## config.mk

```make
export PLATFORM = sky130hd
export DESIGN_NAME = mmio_uart_tx_flat
export DESIGN_NICKNAME = d
export VERILOG_FILES = /design/src/rtl/mmio_uart_tx_pkg.sv /design/src/rtl/mmio_uart_tx_if.sv /design/src/rtl/mmio_uart_tx_fifo.sv /design/src/rtl/mmio_uart_tx.sv /design/src/flat_wrapper.sv
export SDC_FILE = /design/constraint.sdc
export NUM_CORES = 1
export LEC_CHECK = 0
export ABC_AREA = 1
export BUFFER_PORTS_ARGS = -buffer_cell sky130_fd_sc_hd__buf_2
export CAP_MARGIN = 20
export CORE_UTILIZATION = 35
export CTS_BUF_LIST = sky130_fd_sc_hd__clkbuf_4 sky130_fd_sc_hd__clkbuf_8
export DETAILED_ROUTE_END_ITERATION = 7
export PLACE_DENSITY = 0.66
export SLEW_MARGIN = 30
export SYNTH_ARGS = -nofsm -noshare
export SYNTH_HDL_FRONTEND = slang
export SYNTH_SLANG_ARGS = --single-unit
```

## constraint.sdc

```tcl
create_clock -name clk -period 2.4 [get_ports clk]
set_clock_uncertainty 0.1 [all_clocks]
set_input_delay 0.36 -clock clk [delete_from_list [all_inputs] [get_ports clk]]
set_output_delay 0.36 -clock clk [all_outputs]
set_load 0.02 [all_outputs]
```

## src/rtl/mmio_uart_tx_pkg.sv

```systemverilog
// mmio_uart_tx_pkg
//   Shared definitions for the memory-mapped UART transmitter:
//   register offsets, STATUS bit positions and serializer state codes.
package mmio_uart_tx_pkg;

    // Register offsets within the 4-word block
    localparam logic [1:0] UART_OFF_TXDATA  = 2'd0;
    localparam logic [1:0] UART_OFF_STATUS  = 2'd1;
    localparam logic [1:0] UART_OFF_DIVISOR = 2'd2;

    // STATUS bit positions
    localparam int UART_STAT_EMPTY   = 0;
    localparam int UART_STAT_FULL    = 1;
    localparam int UART_STAT_BUSY    = 2;
    localparam int UART_STAT_OVF     = 3;
    localparam int UART_STAT_CNT_LSB = 4;   // count occupies [9:4]

    // Serializer states
    typedef enum logic [1:0] {
        UART_ST_IDLE  = 2'd0,
        UART_ST_START = 2'd1,
        UART_ST_DATA  = 2'd2,
        UART_ST_STOP  = 2'd3
    } uart_state_t;

endpackage

```

## src/rtl/mmio_uart_tx_if.sv

```systemverilog
// mmio_uart_tx_if
//   Core data-memory port as seen by the UART block.
//   i_addr    30  word address
//   i_data    32  store data
//   i_we       1  store strobe, one cycle per store
//   i_mask     4  byte-lane write mask
//   o_rd_data 32  combinational read data (0 when not selected)
interface mmio_uart_tx_if;
    logic [29:0] i_addr;
    logic [31:0] i_data;
    logic        i_we;
    logic [3:0]  i_mask;
    logic [31:0] o_rd_data;

    modport master (output i_addr, output i_data, output i_we, output i_mask,
                    input  o_rd_data);
    modport slave  (input  i_addr, input  i_data, input  i_we, input  i_mask,
                    output o_rd_data);
endinterface

```

## src/rtl/mmio_uart_tx_fifo.sv

```systemverilog
// mmio_uart_tx_fifo
//   Synchronous byte FIFO feeding the serializer. Read data is the head
//   entry, valid whenever o_empty is low.
//   clk, rst   clock, synchronous active-high reset
//   i_push     write i_data (ignored when full unless popping the same cycle)
//   i_pop      consume head entry (ignored when empty)
//   o_data     head entry
//   o_full, o_empty, o_count   occupancy
module mmio_uart_tx_fifo #(
    parameter  int DEPTH = 8,
    localparam int AW    = $clog2(DEPTH),
    localparam int CW    = AW + 1
) (
    input  logic          clk,
    input  logic          rst,
    input  logic          i_push,
    input  logic [7:0]    i_data,
    input  logic          i_pop,
    output logic [7:0]    o_data,
    output logic          o_full,
    output logic          o_empty,
    output logic [CW-1:0] o_count
);
    logic [7:0]    r_mem [DEPTH];
    logic [AW-1:0] r_wr_ptr;
    logic [AW-1:0] r_rd_ptr;
    logic [CW-1:0] r_count;
    logic          w_do_push;
    logic          w_do_pop;

    assign o_full    = (r_count == CW'(DEPTH));
    assign o_empty   = (r_count == '0);
    assign o_count   = r_count;
    assign o_data    = r_mem[r_rd_ptr];

    // A pop frees a slot in the same cycle, so a push while full is taken
    assign w_do_pop  = i_pop & ~o_empty;
    assign w_do_push = i_push & (~o_full | w_do_pop);

    always_ff @(posedge clk) begin
        if (w_do_push) begin
            r_mem[r_wr_ptr] <= i_data;
        end
    end

    always_ff @(posedge clk) begin
        if (rst) begin
            r_wr_ptr <= '0;
            r_rd_ptr <= '0;
            r_count  <= '0;
        end else begin
            if (w_do_push) r_wr_ptr <= r_wr_ptr + AW'(1);
            if (w_do_pop)  r_rd_ptr <= r_rd_ptr + AW'(1);
            case ({w_do_push, w_do_pop})
                2'b10:   r_count <= r_count + CW'(1);
                2'b01:   r_count <= r_count - CW'(1);
                default: r_count <= r_count;
            endcase
        end
    end
endmodule

```

## src/rtl/mmio_uart_tx.sv

```systemverilog
// mmio_uart_tx
//   Memory-mapped 8N1 UART transmitter. Stores to TXDATA fill a byte FIFO
//   which the serializer drains onto o_tx, LSB first, DIVISOR clocks per bit.
//   Reads are combinational so a single-cycle core gets data in-cycle.
//   Optional feature macro: MMIO_UART_IRQ_EN (TX-empty interrupt, IE bit
//   in DIVISOR[16]); without it DIVISOR[16] reads 0 and o_irq is tied low.
//   Ports:
//     clk, rst   clock, synchronous active-high reset
//     bus        core data-memory port (slave side)
//     o_tx       serial line, idles high
//     o_irq      TX-empty interrupt
//   Map (word offsets): 0 TXDATA (W), 1 STATUS, 2 DIVISOR, 3 reserved.
//   STATUS: [0] empty [1] full [2] busy [3] ovf (W1C via bit 3) [9:4] count
module mmio_uart_tx import mmio_uart_tx_pkg::*; #(
    parameter logic [29:0] BASE_ADDR  = 30'h0400_0000,
    parameter int          FIFO_DEPTH = 8,
    parameter logic [15:0] CLK_DIV    = 16'd434
) (
    input  logic                 clk,
    input  logic                 rst,
    mmio_uart_tx_if.slave        bus,
    output logic                 o_tx,
    output logic                 o_irq
);
    localparam int CW = $clog2(FIFO_DEPTH) + 1;

    logic          w_sel;
    logic [1:0]    w_off;
    logic          w_push_req;
    logic          w_wr_status;
    logic          w_wr_div;
    logic [15:0]   w_div_next;
    logic          w_pop;
    logic [7:0]    w_fifo_data;
    logic          w_full;
    logic          w_empty;
    logic [CW-1:0] w_count;
    logic [5:0]    w_count6;
    logic          w_busy;
    logic          w_ie;
    logic [31:0]   w_status;
    logic          w_unused;

    logic [15:0]   r_div;
    logic          r_ovf;
    uart_state_t   r_state;
    logic          r_tx;
    logic [15:0]   r_baud;
    logic [15:0]   r_div_lat;
    logic [2:0]    r_bit;
    logic [7:0]    r_shift;

    assign w_sel       = (bus.i_addr[29:2] == BASE_ADDR[29:2]);
    assign w_off       = bus.i_addr[1:0];
    assign w_push_req  = bus.i_we & w_sel & (w_off == UART_OFF_TXDATA) & bus.i_mask[0];
    assign w_wr_status = bus.i_we & w_sel & (w_off == UART_OFF_STATUS);
    assign w_wr_div    = bus.i_we & w_sel & (w_off == UART_OFF_DIVISOR);
    assign w_div_next  = {bus.i_mask[1] ? bus.i_data[15:8] : r_div[15:8],
                          bus.i_mask[0] ? bus.i_data[7:0]  : r_div[7:0]};
    assign w_busy      = (r_state != UART_ST_IDLE);
    assign w_count6    = 6'(w_count);
    assign w_unused    = &{1'b0, bus.i_data[31:16], bus.i_mask[3:2]};

    // Pop exactly when the FSM leaves IDLE or chains a frame out of STOP
    assign w_pop = ~w_empty & ((r_state == UART_ST_IDLE) |
                               ((r_state == UART_ST_STOP) & (r_baud == 16'd0)));

    mmio_uart_tx_fifo #(.DEPTH(FIFO_DEPTH)) u_fifo (
        .clk     (clk),
        .rst     (rst),
        .i_push  (w_push_req),
        .i_data  (bus.i_data[7:0]),
        .i_pop   (w_pop),
        .o_data  (w_fifo_data),
        .o_full  (w_full),
        .o_empty (w_empty),
        .o_count (w_count)
    );

    always_ff @(posedge clk) begin
        if (rst) begin
            r_div <= CLK_DIV;
            r_ovf <= 1'b0;
        end else begin
            // Only a push that is actually dropped raises ovf
            if (w_push_req & w_full & ~w_pop) begin
                r_ovf <= 1'b1;
            end else if (w_wr_status & bus.i_mask[0] & bus.i_data[3]) begin
                r_ovf <= 1'b0;
            end
            if (w_wr_div) begin
                r_div <= (w_div_next == 16'd0) ? 16'd1 : w_div_next;
            end
        end
    end

`ifdef MMIO_UART_IRQ_EN
    logic r_ie;
    logic r_irq;

    always_ff @(posedge clk) begin
        if (rst) begin
            r_ie  <= 1'b0;
            r_irq <= 1'b0;
        end else begin
            if (w_wr_div & bus.i_mask[2]) r_ie <= bus.i_data[16];
            r_irq <= r_ie & w_empty & ~w_busy;
        end
    end

    assign w_ie  = r_ie;
    assign o_irq = r_irq;
`else
    assign w_ie  = 1'b0;
    assign o_irq = 1'b0;
`endif

    // Serializer. The baud counter runs DIVISOR-1 .. 0 in every state, so
    // each of start, 8 data and stop lasts exactly DIVISOR cycles.
    always_ff @(posedge clk) begin
        if (rst) begin
            r_state   <= UART_ST_IDLE;
            r_tx      <= 1'b1;
            r_baud    <= 16'd0;
            r_div_lat <= CLK_DIV;
            r_bit     <= 3'd0;
            r_shift   <= 8'd0;
        end else begin
            case (r_state)
                UART_ST_IDLE: begin
                    if (!w_empty) begin
                        r_state   <= UART_ST_START;
                        r_tx      <= 1'b0;
                        r_shift   <= w_fifo_data;
                        r_div_lat <= r_div;
                        r_baud    <= r_div - 16'd1;
                    end
                end
                UART_ST_START: begin
                    if (r_baud == 16'd0) begin
                        r_state <= UART_ST_DATA;
                        r_tx    <= r_shift[0];
                        r_bit   <= 3'd0;
                        r_baud  <= r_div_lat - 16'd1;
                    end else begin
                        r_baud  <= r_baud - 16'd1;
                    end
                end
                UART_ST_DATA: begin
                    if (r_baud == 16'd0) begin
                        r_baud <= r_div_lat - 16'd1;
                        if (r_bit == 3'd7) begin
                            r_state <= UART_ST_STOP;
                            r_tx    <= 1'b1;
                        end else begin
                            r_shift <= {1'b0, r_shift[7:1]};
                            r_tx    <= r_shift[1];
                            r_bit   <= r_bit + 3'd1;
                        end
                    end else begin
                        r_baud <= r_baud - 16'd1;
                    end
                end
                UART_ST_STOP: begin
                    if (r_baud == 16'd0) begin
                        if (!w_empty) begin
                            r_state   <= UART_ST_START;
                            r_tx      <= 1'b0;
                            r_shift   <= w_fifo_data;
                            r_div_lat <= r_div;
                            r_baud    <= r_div - 16'd1;
                        end else begin
                            r_state   <= UART_ST_IDLE;
                        end
                    end else begin
                        r_baud <= r_baud - 16'd1;
                    end
                end
                default: begin
                    r_state <= UART_ST_IDLE;
                    r_tx    <= 1'b1;
                end
            endcase
        end
    end

    assign o_tx = r_tx;

    always_comb begin
        w_status = 32'd0;
        w_status[UART_STAT_EMPTY] = w_empty;
        w_status[UART_STAT_FULL]  = w_full;
        w_status[UART_STAT_BUSY]  = w_busy;
        w_status[UART_STAT_OVF]   = r_ovf;
        w_status[UART_STAT_CNT_LSB +: 6] = w_count6;
    end

    always_comb begin
        bus.o_rd_data = 32'd0;
        if (w_sel) begin
            case (w_off)
                UART_OFF_STATUS:  bus.o_rd_data = w_status;
                UART_OFF_DIVISOR: bus.o_rd_data = {15'd0, w_ie, r_div};
                default:          bus.o_rd_data = 32'd0;
            endcase
        end
    end
endmodule

```

## src/flat_wrapper.sv

```systemverilog
// flat-port wrapper written by rule: the top's interface ports become plain ports
module mmio_uart_tx_flat import mmio_uart_tx_pkg::*;
#(
    parameter logic [29:0] BASE_ADDR  = 30'h0400_0000,
    parameter int          FIFO_DEPTH = 8,
    parameter logic [15:0] CLK_DIV    = 16'd434
)
  (clk, rst, o_tx, o_irq, bus_i_addr, bus_i_data, bus_i_we, bus_i_mask, bus_o_rd_data);
  mmio_uart_tx_if bus_i ();
  input  logic clk;
  input  logic rst;
  output logic o_tx;
  output logic o_irq;
  input wire logic [$bits(bus_i.i_addr)-1:0] bus_i_addr;
  input wire logic [$bits(bus_i.i_data)-1:0] bus_i_data;
  input wire logic [$bits(bus_i.i_we)-1:0] bus_i_we;
  input wire logic [$bits(bus_i.i_mask)-1:0] bus_i_mask;
  output wire logic [$bits(bus_i.o_rd_data)-1:0] bus_o_rd_data;
  assign bus_i.i_addr = bus_i_addr;
  assign bus_i.i_data = bus_i_data;
  assign bus_i.i_we = bus_i_we;
  assign bus_i.i_mask = bus_i_mask;
  assign bus_o_rd_data = bus_i.o_rd_data;
  mmio_uart_tx #(.BASE_ADDR(BASE_ADDR), .FIFO_DEPTH(FIFO_DEPTH), .CLK_DIV(CLK_DIV)) u_core (.clk(clk), .rst(rst), .bus(bus_i), .o_tx(o_tx), .o_irq(o_irq));
endmodule
```

==> results by group, run 1 <==
Synthesis
  • Number of synthesized flops with an enable pin: 64
  • Synth cell types: 52
  • Seq/Total Area, Yosys: 43.7%
  • Ranking of synthesized cells by area: edfxtp_1, dfxtp_1, nand2_1
  • Yosys top cell by area: edfxtp_1
  • Most instantiated library cell after synthesis: nand2_1
  • Synth warn: 0
  • Yosys reg bits: between 100 and 150
  • Gate Count Post-Synth: 1008
  • Asr flop ratio synth: 0%
  • Ys flop type: dfxtp_1
  • Post-synth top area share: roughly a quarter
  • Synth Area per Inst: ~7.8 sq um
  • Most frequent cells after synthesis: nand2_1, nor2_1, inv_1, o21ai_0, a21oi_1
  • Post-Syn Area: about 7900 sq um

Routing
  • Via count: between 7k and 8k
  • DRT Pass-1 Iters: 7
  • Vias/cell: about 5.0
  • Residual DRC count: 8
  • Post-route ant nets: 0
  • Initial DRC Count: 537
  • Routed wire length: around 20 mm
  • Routed WL per cell: roughly 14 um

Hold path
  • Worst hold path type: input pin to register

Setup path
  • Worst EP required: around 1.9 ns
  • WS Path Type: register to primary output
  • Crit-path slowest cell: dfxtp_2
  • Startpoint Class: register
  • Crit Path Max Fanout: 6
  • CP peak stage delay: 0.39 ns
  • Top delay family on crit path: buffers and inverters
  • WP buf/inv: 4
  • Setup crit end kind: primary output
  • Crit path DAT: about 1.8 ns
  • Cell chain of the critical path: inv_1, ha_1, inv_2, buf_4, a22oi_1, nor2_1, buf_2

Timing
  • Slew @ Worst Pin: 0.498 ns
  • Hold Fails Final Rpt: 0
  • RSZ-0062 raised after global routing: yes
  • Max-slew headroom: between 60% and 70%
  • Tmin final: 2.30 ns
  • Final setup vio count: 0
  • Post-route setup slack: ~0.10 ns
  • Period utilization: a little over nine tenths
  • Fin. max-slew vios: 0
  • Sum Neg Setup Slack: 0 ns
  • Max Freq: between 0.4 and 0.5 GHz

Global route
  • Vias in the first global route: 6741
  • Pin count of the biggest net entering global routing: 40
  • Met3 usage: 2.82%
  • Gr ovfl total: 0
  • GRT Max-Usage Layer: met2
  • GRT Overall Usage: 17.7%
  • Global-route wire length before repair: 33.1 mm
  • Met2 usage: 29.2%
  • Initial antenna violation count: 0
  • Global routing usage on met1: a little under a quarter

Power
  • Peak supply drop: approximately 0.00056 V
  • Leakage Power: roughly 0.0038 uW
  • Power per cell area: 1160 nW/um^2

Floorplanning
  • Site row count: 54
  • IO Pins: between 100 and 150
  • Core area: 22000 sq um
  • Die area: around 23000 sq um
  • Die H: approximately 150 um
  • Die W: around 150 um
  • Initial Util: approximately 36%

Clock tree
  • CTS tree: built
  • Clk_lat worst skew: between 0.4 and 0.5 ns
  • CTS clk-pin slew, worst paths: around 0.09 ns
  • Root buf cell: clkbuf_8
  • Clock Path Buffers: 2
  • Hold-fix buffers, CTS: 0
  • Clk sinks: 140
  • H-tree depth: 4
  • Total CTS buffers: 17

Placed design
  • Post-Place Worst Slack: -0.0486 ns
  • Post-DP HPWL: 14.6 mm
  • I/O Buffers: between 60 and 70
  • Gpl congestion: 0.850

Run status
  • Status: finished, violations left
  • Failing checks: design-rule violations

Final layout
  • ANT cells: 0
  • Area occupied by multi-input gates: a little under 4000 sq um
  • Fill cell count: 2200
  • Share of layout cells above drive strength 1: about a fifth
  • Sequential Area: approximately 3400 sq um
  • Final nets: 1212
  • Area grow syn2layout: 17.7%

Flow run
  • Max-Cap Viols: 0
timing repair:
action                     in CTS  in global routing
resized for setup               2                 23
buffers inserted                0                  2
setup endpoints to repair       2                 64
pin swaps                       1                  5
state kept, by name, summed over array words and instances (netlist names), named ones only:
name,count
u_core.u_fifo.r_rd_ptr,3
u_core.r_div_lat,16
u_core.u_fifo.r_wr_ptr,3
u_core.u_fifo.o_count,4
u_core.r_baud,16
u_core.r_bit,3
u_core.r_div,16
u_core.r_shift,8
u_core.o_tx,1
u_core.u_fifo.r_mem,64
u_core.r_state,2
u_core.r_ovf,1
worst register-to-register path: cells and delay by family (launching register included):
kind / cells / cell delay (ns)
compound gates: 2 / 0.35
fa+ha+maj: 2 / 0.35
buf+inv: 4 / 0.26
simple gates: 11 / 0.76
flops: 1 / 0.33
routing by layer:
metal | up-vias | wire length, um
met3 | 26 | 961
li1 | 3605 | -
met2 | 181 | 9470
met4 | 0 | 306
met5 | - | 0
met1 | 3289 | 9500
report_power, final:
group / internal [uW] / switching, uW / leakage [uW]
combinational: 2210 / 3520 / 0.00245
sequential: 2930 / 360 / 0.00120
clock: 766 / 1030 / 0.000186
cell families (layout without fill, tap and decap cells):
logic type	Yosys count	count (layout)	synth area share (%)
simple gates	428	428	24.1
flops	140	140	43.7
xor+xnor	21	21	2.33
buf+inv	165	278	9.19
compound gates	232	232	17.2
fa+ha+maj	19	19	3.11
other cells	1	17	0.0476
mux	2	2	0.254
cell type report:
type	instances	area share (%)
clock inverter	14	1.33
inverter	110	4.45
tap	280	3.77
sequential	140	37.2
clock buffer	18	2.60
multi-input combinational	719	41.4
timing repair buffer	136	9.27
path summary, 6_finish.rpt:
kind,from,end,slack [ns],cells after the start
max reg2reg,u_core.r_baud[1],u_core.u_fifo.o_count[3],0.13,19
min,bus_i_data[1],u_core.u_fifo.r_mem[5][1],0.12,1
max,u_core.r_state[0],bus_o_rd_data[2],0.10,7
min reg2reg,u_core.o_tx,u_core.o_tx,0.36,2
per-stage QoR:
stage	std cells	hold WS, ns	instance area, sq um	util [%]	power [uW]
finish	1417	0.116	9280	42.3	10800
global route	1417	0.112	9280	42.3	11700
CTS	1415	0.0925	9190	41.8	10500
detailed placement	1383	0.347	8820	40.2	8740
global placement	1383	0.346	8820	40.2	8640
floorplan	1024	0.333	7940	-	7270
cells in the final DEF (no fill, tap or decap), drive strengths merged, types with 8 or more instances in the layout:
master,instances
nand2,185
nor2,136
buf,136
inv,117
o21ai,93
a21oi,85
dfxtp,76
edfxtp,64
nand3,46
nor3,26
o211ai,23
clkbuf,18
ha,18
nand4,17
conb,17
xor2,16
or2,9
o32ai,8
Note: power is estimated with default switching activity, not from simulation.
==> inputs of run 2 (changes only) <==
--- a/config.mk
+++ b/config.mk
@@ -15,4 +15,6 @@
 export SLEW_MARGIN = 30
 export SYNTH_ARGS = -nofsm -noshare
 export SYNTH_HDL_FRONTEND = slang
+export SYNTH_HIERARCHICAL = 1
 export SYNTH_SLANG_ARGS = --single-unit
+export TNS_END_PERCENT = 100
==> run 2 against run 1 <==
Compared with the run above: critical path type is now register to register; design area rose by 1.8%; first-iteration DRC count rose by 3.5%; largest cell class unchanged; final cell count grew 3.6%; the flow now finishes without violations.
==> results by group, run 2 <==
Run status
  • Status: completed

Clock tree
  • Total CTS buffers: 17
  • Root buf cell: clkbuf_8
  • CTS clk-pin slew, worst paths: around 0.090 ns
  • H-tree depth: 4
  • Clk_lat worst skew: 0.47 ns
  • CTS tree: built
  • Hold-fix buffers, CTS: 0
  • Clock Path Buffers: 2
  • Clk sinks: 140

Power
  • Power share of the sequential group: a little over a third
  • Leakage Power: around 0.0040 uW
  • Sw Share: between 30% and 40%
  • Overall power: ~7600 uW
  • Int Power: 4660 uW
  • Net Sw Power: approximately 2900 uW
  • Power per cell area: roughly 800 nW/um^2
  • Power share of the clock group: 26.3%
  • Peak supply drop: between 0.0003 and 0.0004 V
  • Comb pwr share: between 30% and 40%

Flow run
  • Max-Cap Viols: 0

Timing
  • Worst hold margin: 0.0975 ns
  • Fin. max-slew vios: 0
  • Slew @ Worst Pin: 0.637 ns
  • Tmin final: approximately 2.3 ns
  • Max-slew headroom: around 57%
  • Period utilization: approximately 95%
  • Hold Fails Final Rpt: 0
  • RSZ-0062 raised after global routing: yes
  • Max Freq: 0.441 GHz
  • Final setup vio count: 0

Placed design
  • Gpl congestion: 0.897
  • DP Area: 8970 sq um
  • Post-DP HPWL: between 10 and 15 mm
  • I/O Buffers: 67

Floorplanning
  • Initial Util: ~36%
  • Die W: about 150 um
  • IO Pins: 103
  • Die H: ~150 um
  • Core area: approximately 23000 sq um
  • Die area: about 24000 sq um
  • Site row count: 55

Synthesis
  • Gate Count Post-Synth: between 1k and 1.5k
  • Most instantiated library cell after synthesis: nand2_1
  • Most frequent cells after synthesis: nand2_1, nor2_1, inv_1, dfxtp_1, a21oi_1
  • Synth Area per Inst: about 7.5 sq um
  • Post-Syn Area: 8090 sq um
  • Ys flop type: dfxtp_1
  • Synth cell types: 46
  • Yosys reg bits: between 100 and 150
  • Asr flop ratio synth: 0%
  • Post-synth top area share: between 20% and 30%
  • Yosys top cell by area: edfxtp_1
  • Seq/Total Area, Yosys: a little over two fifths
  • Synth warn: 6
  • Ranking of synthesized cells by area: edfxtp_1, dfxtp_1, nand2_1
  • Number of synthesized flops with an enable pin: 64

Global route
  • Vias in the first global route: around 6.5k
  • Global-route wire length before repair: 32.5 mm
  • GRT Overall Usage: between 10% and 20%
  • Initial antenna violation count: 0
  • Gr ovfl total: 0
  • Pin count of the biggest net entering global routing: 34

Routing
  • Residual DRC count: 0
  • Vias/cell: 4.87
  • Routed WL per cell: 13.6 um
  • Routed wire length: 20.0 mm
  • DRT Pass-1 Iters: 7
  • Via count: a little over 7k
  • Initial DRC Count: roughly 560
  • Post-route ant nets: 0

Final layout
  • Area occupied by multi-input gates: a little over 4000 sq um
  • Area grow syn2layout: 16.7%
  • Final nets: approximately 1.3k
  • Commonest non-fill, non-tap cell in the layout: nand2_1
  • Share of layout cells above drive strength 1: 18.1%
  • ANT cells: 0
  • Finished Cell Area: around 9400 sq um
  • Commonest non-fill, non-tap cells in the layout: nand2_1, nor2_1, inv_1
  • Sequential Area: 3450 sq um
  • Fill cell count: around 2.2k
  • Largest Register: u_core/u_fifo/r_mem
  • Number of flip-flops in the largest register: 64
  • Final Core Density: a little over two fifths

Setup path
  • Worst path most repeated cell: nor2_2
  • CP peak stage delay: approximately 0.37 ns
  • WP buf/inv: 3
  • Reg2reg end: u_core/u_fifo/r_mem[5][2]
  • Reg2reg setup slack: roughly 0.13 ns
  • Register-to-Register Path Depth: 12
  • Crit Path Max Fanout: 8
  • Cell chain of the critical path: nor2_2, nand2_1, nor2_4, nand3_4, a21oi_4, inv_1, nand4_1, nand2_2, nor2_1, inv_2, nor2_2, buf_12
  • Crit path DAT: roughly 2.4 ns
  • Critical R2R Launch: u_core/r_baud[7]
  • Setup crit end kind: register
  • Worst EP required: around 2.5 ns
  • Crit-path slowest cell: dfxtp_1
  • Top delay family on crit path: simple AND/OR/NAND/NOR gates
  • WS Path Type: register to register
  • Startpoint Class: register

Hold path
  • Hold path depth: 1
  • WHS Endpoint: u_core/u_fifo/r_mem[4][5]
  • Hold Crit Start: bus_i_data[5]
  • Worst hold path type: input pin to register
==> run 2: worst max-delay path by stage <==
stage | startpoint | end | slack, ns | cells past startpoint
6_report | u_core/r_baud[7] | u_core/u_fifo/r_mem[5][2] | 0.13 | 12
5_1_grt | u_core/r_baud[8] | u_core/u_fifo/o_count[3] | -0.02 | 14
4_1_cts | u_core/r_baud[0] | u_core/u_fifo/o_count[3] | 0.01 | 15
3_5_place_dp | bus_i_addr[25] | u_core/u_fifo/o_count[3] | -0.07 | 18
3_3_place_gp | bus_i_addr[25] | u_core/u_fifo/o_count[3] | -0.02 | 18
2_1_floorplan | u_core/r_baud[0] | u_core/u_fifo/r_mem[0][0] | -0.02 | 12
==> run 2: logic make-up after synthesis <==
group | share of synthesized area, %
and+or+nand+nor | 29.7
AOI/OAI and AO/OA | 12.6
buffers and inverters | 8.60
muxes | 1.98
other | 0.0463
DFF | 42.6
xor gates and xnor gates | 1.84
adders and majority gates | 2.72
==> run 2: metal layers <==
layer / global-route usage [%] / vias up / wire [um]
li1: - / 3707 / -
met1: 23.1 / 3253 / 9650
met2: 28.8 / 182 / 9340
met3: 3.27 / 14 / 845
met4: 4.48 / 0 / 186
met5: 0 / - / 0
==> run 2: timing repair <==
action | in CTS | in global routing
setup buffers | 0 | 3
setup endpoints to repair | 1 | 68
resized for setup | 6 | 7
pin swaps | 1 | 2
==> run 2: metrics by stage <==
stage / instances / setup WS [ns] / setup TNS, ns
floorplan: 1088 / -0.0180 / -0.591
global placement: 1433 / -0.0235 / -0.0235
detailed placement: 1433 / -0.0665 / -0.0665
CTS: 1465 / 0.00950 / 0
global route: 1468 / -0.0176 / -0.0181
finish: 1468 / 0.131 / 0
==> run 2: power by group through the flow <==
stage	registers [uW]	logic, uW	clock network (uW)
2_1_floorplan	2780	1990	0
6_report	2730	2830	1980
5_1_grt	2760	3200	2120
3_3_place_gp	2780	2740	0
3_5_place_dp	2780	2750	0
4_1_cts	2730	2790	2010
==> run 2: area by class of cell <==
type,instances,share of cell area [%]
flip-flops and latches,140,36.5
inverters,97,3.96
clock inverters,13,1.66
multi-input cells,800,43.0
repair buffers,114,8.37
clock buffers,19,2.70
well taps,285,3.78
